--- src/rtl/grid_pkg.sv ---
// grid_pkg: shared types, default field layout and helper functions
// for the grid ingress path.
//   - DEF_* : default packet field positions and sizes
//   - *_WIDTH : field widths derived from the defaults
//   - row_state_e : per-row occupancy tracking state
//   - field_width / field_clear_mask : helpers used to slice and rewrite fields
package grid_pkg;

    localparam int STATS_WIDTH   = 16;
    localparam int MAX_PKT_WIDTH = 64;

    localparam int DEF_DX_MSB    = 29;
    localparam int DEF_DX_LSB    = 21;
    localparam int DEF_DY_MSB    = 20;
    localparam int DEF_DY_LSB    = 12;
    localparam int DEF_NUM_AXONS = 256;
    localparam int DEF_NUM_TICKS = 16;

    typedef logic [MAX_PKT_WIDTH-1:0] wide_pkt_t;

    typedef enum logic [1:0] {
        ROW_EMPTY   = 2'd0,
        ROW_PARTIAL = 2'd1,
        ROW_FULL    = 2'd2
    } row_state_e;

    function automatic int field_width(input int msb, input int lsb);
        return msb - lsb + 1;
    endfunction

    localparam int DX_WIDTH   = field_width(DEF_DX_MSB, DEF_DX_LSB);
    localparam int DY_WIDTH   = field_width(DEF_DY_MSB, DEF_DY_LSB);
    localparam int AXON_WIDTH = $clog2(DEF_NUM_AXONS);
    localparam int TICK_WIDTH = $clog2(DEF_NUM_TICKS);

    // AND-mask that zeroes bits [msb:lsb] and keeps every other bit; used to
    // clear the dy field of a packet on entry.
    function automatic wide_pkt_t field_clear_mask(input int msb, input int lsb);
        wide_pkt_t m;
        m = '0;
        for (int i = 0; i < MAX_PKT_WIDTH; i++) begin
            if ((i >= lsb) && (i <= msb)) begin
                m[i] = 1'b0;
            end else begin
                m[i] = 1'b1;
            end
        end
        return m;
    endfunction

endpackage

--- src/rtl/ingress_fifo.sv ---
// ingress_fifo: show-ahead single-clock FIFO for one grid row.
//   clk, rst_n   : clock, asynchronous active-low reset
//   push/wr_data : write port (ignored while full)
//   pop          : read strobe (ignored while empty, flagged as underflow)
//   head         : current head entry, 0 when empty
//   count        : number of stored entries
//   empty/full   : decoded from the registered occupancy state
//   underflow    : pop seen while empty (combinational pulse)
module ingress_fifo
    import grid_pkg::*;
#(
    parameter int WIDTH = 30,
    parameter int DEPTH = 4,
    localparam int PTR_W = $clog2(DEPTH),
    localparam int CNT_W = PTR_W + 1
) (
    input  logic             clk,
    input  logic             rst_n,
    input  logic             push,
    input  logic [WIDTH-1:0] wr_data,
    input  logic             pop,
    output logic [WIDTH-1:0] head,
    output logic [CNT_W-1:0] count,
    output logic             empty,
    output logic             full,
    output logic             underflow
);

    logic [WIDTH-1:0] mem_r [DEPTH];
    logic [PTR_W-1:0] wr_ptr_r;
    logic [PTR_W-1:0] rd_ptr_r;
    logic [CNT_W-1:0] count_r;
    logic [CNT_W-1:0] count_nxt_s;
    row_state_e       state_r;
    logic             do_push_s;
    logic             do_pop_s;

    assign do_push_s = push && (state_r != ROW_FULL);
    assign do_pop_s  = pop && (count_r != {CNT_W{1'b0}});
    assign underflow = pop && (count_r == {CNT_W{1'b0}});
    assign count     = count_r;
    assign empty     = (state_r == ROW_EMPTY);
    assign full      = (state_r == ROW_FULL);

    // Next occupancy from the accepted push/pop pair.
    always_comb begin
        count_nxt_s = count_r;
        case ({do_push_s, do_pop_s})
            2'b10:   count_nxt_s = count_r + CNT_W'(1);
            2'b01:   count_nxt_s = count_r - CNT_W'(1);
            default: count_nxt_s = count_r;
        endcase
    end

    // Show-ahead head: the entry at the read pointer, forced to 0 when empty.
    always_comb begin
        if (state_r == ROW_EMPTY) begin
            head = {WIDTH{1'b0}};
        end else begin
            head = mem_r[rd_ptr_r];
        end
    end

    // Storage array write.
    always_ff @(posedge clk or negedge rst_n) begin
        if (!rst_n) begin
            for (int i = 0; i < DEPTH; i++) begin
                mem_r[i] <= {WIDTH{1'b0}};
            end
        end else if (do_push_s) begin
            mem_r[wr_ptr_r] <= wr_data;
        end
    end

    // Pointers and count; pointers wrap naturally since DEPTH is a power of two.
    always_ff @(posedge clk or negedge rst_n) begin
        if (!rst_n) begin
            wr_ptr_r <= {PTR_W{1'b0}};
            rd_ptr_r <= {PTR_W{1'b0}};
            count_r  <= {CNT_W{1'b0}};
        end else begin
            if (do_push_s) begin
                wr_ptr_r <= wr_ptr_r + PTR_W'(1);
            end
            if (do_pop_s) begin
                rd_ptr_r <= rd_ptr_r + PTR_W'(1);
            end
            count_r <= count_nxt_s;
        end
    end

    // Occupancy tracking FSM; a count step is at most one, so FULL never
    // reaches EMPTY in a single cycle.
    always_ff @(posedge clk or negedge rst_n) begin
        if (!rst_n) begin
            state_r <= ROW_EMPTY;
        end else begin
            case (state_r)
                ROW_EMPTY: begin
                    if (count_nxt_s != {CNT_W{1'b0}}) begin
                        state_r <= ROW_PARTIAL;
                    end
                end
                ROW_PARTIAL: begin
                    if (count_nxt_s == {CNT_W{1'b0}}) begin
                        state_r <= ROW_EMPTY;
                    end else if (count_nxt_s == CNT_W'(DEPTH)) begin
                        state_r <= ROW_FULL;
                    end
                end
                ROW_FULL: begin
                    if (count_nxt_s != CNT_W'(DEPTH)) begin
                        state_r <= ROW_PARTIAL;
                    end
                end
                default: state_r <= ROW_EMPTY;
            endcase
        end
    end

endmodule

--- src/rtl/grid_ingress_router.sv ---
// grid_ingress_router: steers host packets into one FIFO per grid row so every
// west-edge core injects in parallel. The dy field selects the row and is
// rewritten to zero on entry; packets with an out-of-range dy are discarded.
//   clk, rst_network_n   : clock, asynchronous active-low reset
//   tick                 : grid tick pulse
//   in_valid/in_ready    : host handshake, packet_in is the host packet
//   row_packet/row_empty : per-row FIFO head and empty flag to west-edge cores
//   row_ren              : per-row pop from west-edge cores
//   busy                 : any row FIFO holds data
//   drop_error, underflow_error, tick_overrun_error : sticky error flags
// Optional statistics (macro GRID_INGRESS_STATS_EN): row_accept_count and
// drop_count, saturating 16-bit counters cleared by a tick while idle.
module grid_ingress_router
    import grid_pkg::*;
#(
    parameter int GRID_DIMENSION_Y = 4,
    parameter int DX_MSB           = DEF_DX_MSB,
    parameter int DX_LSB           = DEF_DX_LSB,
    parameter int DY_MSB           = DEF_DY_MSB,
    parameter int DY_LSB           = DEF_DY_LSB,
    parameter int NUM_AXONS        = DEF_NUM_AXONS,
    parameter int NUM_TICKS        = DEF_NUM_TICKS,
    parameter int PACKET_WIDTH     = field_width(DX_MSB, DX_LSB) + field_width(DY_MSB, DY_LSB)
                                     + $clog2(NUM_AXONS) + $clog2(NUM_TICKS),
    parameter int FIFO_DEPTH       = 4
) (
    input  logic                                 clk,
    input  logic                                 rst_network_n,
    input  logic                                 tick,
    input  logic                                 in_valid,
    output logic                                 in_ready,
    input  logic [PACKET_WIDTH-1:0]              packet_in,
    output logic [GRID_DIMENSION_Y*PACKET_WIDTH-1:0] row_packet,
    output logic [GRID_DIMENSION_Y-1:0]          row_empty,
    input  logic [GRID_DIMENSION_Y-1:0]          row_ren,
    output logic                                 busy,
    output logic                                 drop_error,
    output logic                                 underflow_error,
    output logic                                 tick_overrun_error
`ifdef GRID_INGRESS_STATS_EN
    ,
    output logic [GRID_DIMENSION_Y*STATS_WIDTH-1:0] row_accept_count,
    output logic [STATS_WIDTH-1:0]               drop_count
`endif
);

    localparam int DY_W  = field_width(DY_MSB, DY_LSB);
    localparam int CNT_W = $clog2(FIFO_DEPTH) + 1;
    localparam wide_pkt_t DY_CLR_WIDE = field_clear_mask(DY_MSB, DY_LSB);
    localparam logic [PACKET_WIDTH-1:0] DY_CLR_MASK = DY_CLR_WIDE[PACKET_WIDTH-1:0];

    logic [DY_W-1:0]             dy_s;
    logic                        tgt_valid_s;
    logic [GRID_DIMENSION_Y-1:0] row_sel_s;
    logic [GRID_DIMENSION_Y-1:0] row_full_s;
    logic [GRID_DIMENSION_Y-1:0] row_push_s;
    logic [GRID_DIMENSION_Y-1:0] row_under_s;
    logic [GRID_DIMENSION_Y-1:0] row_nonzero_s;
    logic [CNT_W-1:0]            row_count_s [GRID_DIMENSION_Y];
    logic [PACKET_WIDTH-1:0]     wr_data_s;
    logic                        accept_s;
    logic                        drop_s;
    logic                        drop_error_r;
    logic                        underflow_error_r;
    logic                        tick_overrun_error_r;

    assign dy_s        = packet_in[DY_MSB:DY_LSB];
    // dy is two's complement: negative or too large means no such row.
    assign tgt_valid_s = (dy_s[DY_W-1] == 1'b0) && (dy_s < DY_W'(GRID_DIMENSION_Y));
    assign wr_data_s   = packet_in & DY_CLR_MASK;
    assign accept_s    = in_valid && in_ready;
    assign drop_s      = accept_s && !tgt_valid_s;
    assign row_push_s  = row_sel_s & {GRID_DIMENSION_Y{accept_s}};
    assign busy        = |row_nonzero_s;

    // One-hot row select from the decoded target.
    always_comb begin
        row_sel_s = {GRID_DIMENSION_Y{1'b0}};
        for (int r = 0; r < GRID_DIMENSION_Y; r++) begin
            if (tgt_valid_s && (dy_s == DY_W'(r))) begin
                row_sel_s[r] = 1'b1;
            end else begin
                row_sel_s[r] = 1'b0;
            end
        end
    end

    // Invalid targets are always consumed; valid ones wait on a full row.
    // A same-cycle pop deliberately does not open a full row.
    always_comb begin
        if (!tgt_valid_s) begin
            in_ready = 1'b1;
        end else begin
            in_ready = ~(|(row_sel_s & row_full_s));
        end
    end

    for (genvar g = 0; g < GRID_DIMENSION_Y; g++) begin : g_row
        ingress_fifo #(
            .WIDTH (PACKET_WIDTH),
            .DEPTH (FIFO_DEPTH)
        ) u_fifo (
            .clk       (clk),
            .rst_n     (rst_network_n),
            .push      (row_push_s[g]),
            .wr_data   (wr_data_s),
            .pop       (row_ren[g]),
            .head      (row_packet[g*PACKET_WIDTH +: PACKET_WIDTH]),
            .count     (row_count_s[g]),
            .empty     (row_empty[g]),
            .full      (row_full_s[g]),
            .underflow (row_under_s[g])
        );
        assign row_nonzero_s[g] = (row_count_s[g] != {CNT_W{1'b0}});
    end

    // Sticky error flags, cleared only by reset.
    always_ff @(posedge clk or negedge rst_network_n) begin
        if (!rst_network_n) begin
            drop_error_r         <= 1'b0;
            underflow_error_r    <= 1'b0;
            tick_overrun_error_r <= 1'b0;
        end else begin
            if (drop_s) begin
                drop_error_r <= 1'b1;
            end
            if (|row_under_s) begin
                underflow_error_r <= 1'b1;
            end
            if (tick && busy) begin
                tick_overrun_error_r <= 1'b1;
            end
        end
    end

    assign drop_error         = drop_error_r;
    assign underflow_error    = underflow_error_r;
    assign tick_overrun_error = tick_overrun_error_r;

`ifdef GRID_INGRESS_STATS_EN
    logic [STATS_WIDTH-1:0] acc_cnt_r [GRID_DIMENSION_Y];
    logic [STATS_WIDTH-1:0] acc_nxt_s [GRID_DIMENSION_Y];
    logic [STATS_WIDTH-1:0] drop_cnt_r;
    logic [STATS_WIDTH-1:0] drop_nxt_s;
    logic [STATS_WIDTH-1:0] base_s;
    logic                   stat_clr_s;

    assign stat_clr_s = tick && !busy;

    // Saturating counter updates; an idle tick clears before this cycle's event adds.
    always_comb begin
        base_s = {STATS_WIDTH{1'b0}};
        for (int r = 0; r < GRID_DIMENSION_Y; r++) begin
            if (stat_clr_s) begin
                base_s = {STATS_WIDTH{1'b0}};
            end else begin
                base_s = acc_cnt_r[r];
            end
            if (row_push_s[r] && (base_s != {STATS_WIDTH{1'b1}})) begin
                acc_nxt_s[r] = base_s + STATS_WIDTH'(1);
            end else begin
                acc_nxt_s[r] = base_s;
            end
        end
        if (stat_clr_s) begin
            base_s = {STATS_WIDTH{1'b0}};
        end else begin
            base_s = drop_cnt_r;
        end
        if (drop_s && (base_s != {STATS_WIDTH{1'b1}})) begin
            drop_nxt_s = base_s + STATS_WIDTH'(1);
        end else begin
            drop_nxt_s = base_s;
        end
    end

    // Statistics registers.
    always_ff @(posedge clk or negedge rst_network_n) begin
        if (!rst_network_n) begin
            for (int r = 0; r < GRID_DIMENSION_Y; r++) begin
                acc_cnt_r[r] <= {STATS_WIDTH{1'b0}};
            end
            drop_cnt_r <= {STATS_WIDTH{1'b0}};
        end else begin
            for (int r = 0; r < GRID_DIMENSION_Y; r++) begin
                acc_cnt_r[r] <= acc_nxt_s[r];
            end
            drop_cnt_r <= drop_nxt_s;
        end
    end

    for (genvar g = 0; g < GRID_DIMENSION_Y; g++) begin : g_stat
        assign row_accept_count[g*STATS_WIDTH +: STATS_WIDTH] = acc_cnt_r[g];
    end
    assign drop_count = drop_cnt_r;
`endif

endmodule

--- config.mk ---
export PLATFORM = sky130hd
export DESIGN_NAME = grid_ingress_router
export DESIGN_NICKNAME = d
export VERILOG_FILES = /design/src/rtl/grid_pkg.sv /design/src/rtl/ingress_fifo.sv /design/src/rtl/grid_ingress_router.sv
export SDC_FILE = /design/constraint.sdc
export NUM_CORES = 1
export LEC_CHECK = 0
export BUFFER_PORTS_ARGS = -buffer_cell sky130_fd_sc_hd__buf_2
export CORE_ASPECT_RATIO = 1.2
export CORE_UTILIZATION = 59
export CTS_BUF_LIST = sky130_fd_sc_hd__clkbuf_4 sky130_fd_sc_hd__clkbuf_8
export DETAILED_ROUTE_END_ITERATION = 16
export GPL_TIMING_DRIVEN = 0
export PLACE_DENSITY = 0.77
export SYNTH_ARGS = -nofsm -noshare
export SYNTH_HDL_FRONTEND = slang
export SYNTH_HIERARCHICAL = 1
export SYNTH_SLANG_ARGS = --single-unit
--- constraint.sdc ---
create_clock -name clk -period 6.86 [get_ports clk]
set_input_delay 0.343 -clock clk [delete_from_list [all_inputs] [get_ports clk]]
set_output_delay 0.343 -clock clk [all_outputs]
set_load 0.05 [all_outputs]
==> metrics <==
status completed; Max Root-Sink Buffers 3; setup TNS 0 ns; Power Total 7.60 mW; ratio of cells with drive above 1 in the final layout 0.507; skew final about 0.023 ns; final cell count without fillers between 2000 and 3000; Leakage 15.9 nW; port buffer count approximately 170; worst hold slack 0.0531 ns; P&R area growth vs syn 15.5%; Reg-to-Reg Start g_row[3].u_fifo/state_r[0]$_DFFE_PN0P_; largest net degree at the start of global routing between 100 and 150; Synth Area per Inst about 17 sq um; placed cell areas 27700 sq um; Post-synth EDFFs 0; HP Start packet_in[16]; Layout Utilization 0.690; synthesis-stage register bit count 519; First-pass DRT Iterations 5; initial antenna violation count 5; final hold vios 0; fmax between 300 and 400 MHz; family with the most delay on the worst path simple AND/OR/NAND/NOR gates; clock buffer count from CTS between 80 and 90; slowest CP cell nor3b_2; Final min period 3.23 ns; register area share after synthesis 0.510; worst path cell trace nand2b_4, inv_1, nor3b_2, nand2_1, ha_1, inv_1, fa_1, xor2_1, nor4b_1, or4_1; vias 14000; Starting Density 0.597; final WL 55.9 mm; CP Data Required Time 7.36 ns; die area 44000 sq um; dpl ws 3.25 ns; Post-DP HPWL 36.6 mm; post-CTS setup buffers 0; largest family of logic cells by synthesized area multiplexers; cell mode on critical path inv_1; Synth Flop Type dfrtp_1; Die X-Extent 192 um; Setup crit end kind register; Tightest Hold Check Type input pin to register; GRT Util Overall 0.265; CTS root buffer clkbuf_8; XOR/XNOR share of the synthesized area 0.00722; Vias/cell 5.49; Setup WS post-layout between 3 and 4 ns; GR Overflow Total 0; GP Congestion a little over 0.8; Core Rows 83; dpl cells 2396; setup violators final 0; synthesized instance count 1531; simple logic cell fraction of the synthesized area 0.0525; first-pass GRT wire length just under 90 mm; crit-path max FO 7; clock insertion delay at the later pin of the skew report between 0.6 and 0.7 ns; layout net count 1993; clk slew on worst S/H paths 0.06 ns; Worst path max stage delay ~0.63 ns; Core Region approximately 43000 sq um; CTS H-tree depth 3; Slew headroom 0.484; # DRC 0; worst-margin pin slew 0.774 ns; Finished Cell Area 29400 sq um; Ys Warns 6; # clock sinks 519; Critical Path Start Type register; post-synthesis mux area share 0.374; commonest non-fill, non-tap cell in the layout dfrtp_1; CP startpoint g_row[3].u_fifo/state_r[0]$_DFFE_PN0P_; die height 230 um; Power per Cell Area 258 nW/um^2; WP buf/inv 2; routed length per placed instance about 22 um; Max Cap Violations 0; commonest non-fill, non-tap cells in the layout dfrtp_1 (519), mux2_4 (365), buf_2 (176); Setup CP Type register to register; Post-CTS Resized 0; CTS tree done; arrival time at the worst endpoint 3.73 ns; Mapped Area 25500 sq um; final period utilization 0.471; Hold Buf Count CTS 3; Post-DRT Antenna Nets 0; drt initial violations 736; RSZ-0062 raised after global routing no; adder-cell share of the synthesized area 0.0130; I/O pin count 167; number of global-route vias before repair approximately 15000; fraction of the mapped netlist area in compound gates 0.00849; Netlist cell types 48; ys async rst share 1.00; pins over their slew limit 0; VDD IR max 157 uV
metal layers:
| metal | part of all wire | vias to the layer above | GRT usage |
|---|---|---|---|
| li1 | - | 6185 | - |
| met4 | 0.018 | 4 | 0.0794 |
| met1 | 0.43 | 7414 | 0.363 |
| met5 | 0.00056 | - | 0 |
| met2 | 0.51 | 272 | 0.438 |
| met3 | 0.039 | 87 | 0.0412 |
cell families after synthesis:
kind of cell | count (synthesis)
adders and majority gates | 24
buffers and inverters | 122
other | 1
and+or+nand+nor | 209
AOI/OAI and AO/OA | 32
muxes | 603
xor gates and xnor gates | 21
DFF | 519
worst register-to-register path: stages (launching register included):
cell and delay [ns]:
dfrtp_1 0.43, nand2b_4 0.26, inv_1 0.09, nor3b_2 0.63
nand2_1 0.26, ha_1 0.30, inv_1 0.07, fa_1 0.18
xor2_1 0.32, nor4b_1 0.09, or4_1 0.48
Yosys cell counts, types with 2 or more instances:
cell      instances  area [sq um]
xor2_1            9          78.8
a21o_1            2          15.0
buf_6            53           597
nand2_2          12          75.1
mux4_2          121          2730
nor4b_1           3          26.3
xnor2_1          12           105
a22o_1            3          26.3
dfrtp_1         519         13000
buf_4             8          60.1
buf_1             8          30.0
o32a_1            3          30.0
o21ai_0          11          55.1
fa_1              4          80.1
buf_2            11          55.1
a21oi_1           4          20.0
nor2_1           14          52.6
inv_1            30           113
and2_1            6          37.5
mux2_2          116          1310
o21a_1            3          22.5
o211ai_1          3          22.5
nor4_1            4          25.0
nor3b_1           3          22.5
nand3_1           2          10.0
nor2b_1         129           807
ha_1             20           250
nand2b_1          3          18.8
nand2_1          11          41.3
mux2_4          365          5480
clkbuf_1         12          45.0
nand3_4           4          70.1
nor3_1            8          40.0
path summary, 6_finish.rpt:
check,endpoint,slack [ns],cells past startpoint
setup / recovery,g_row[3].u_fifo/state_r[0]$_DFFE_PN0P_,3.63,10
hold / removal,drop_error$_DFFE_PN0P_,0.05,4
setup reg to reg,g_row[3].u_fifo/state_r[0]$_DFFE_PN0P_,3.63,10
hold reg to reg,tick_overrun_error$_DFFE_PN0P_,0.45,1
max in group asynchronous,g_row[2].u_fifo/mem_r[82]$_DFFE_PN0P_,4.64,5
min in group asynchronous,g_row[0].u_fifo/mem_r[72]$_DFFE_PN0P_,0.28,2
state kept, by name, indices dropped and copies added, names as in the netlist:
name	count
underflow_error	1
g_row.u_fifo/rd_ptr_r	8
drop_error	1
g_row.u_fifo/wr_ptr_r	8
g_row.u_fifo/mem_r	480
g_row.u_fifo/count	12
tick_overrun_error	1
g_row.u_fifo/state_r	8
layout make-up:
cell class	count	area, sq um
inverters	30	113
fillers	2912	13200
well taps	552	691
clock buffers	134	1670
clock inverters	8	72.6
multi-input cells	1033	12100
diodes	3	7.51
repair buffers	173	981
flip-flops and latches	519	13000
plain buffers	92	787
power by group:
part / internal (mW) / leakage [nW] / total [mW] / switching, mW
combinational: 0.592 / 7.84 / 1.55 / 0.962
clock: 1.57 / 0.921 / 2.77 / 1.20
sequential: 3.17 / 7.14 / 3.27 / 0.104
No activity file was read; power rests on OpenSTA's default activity.
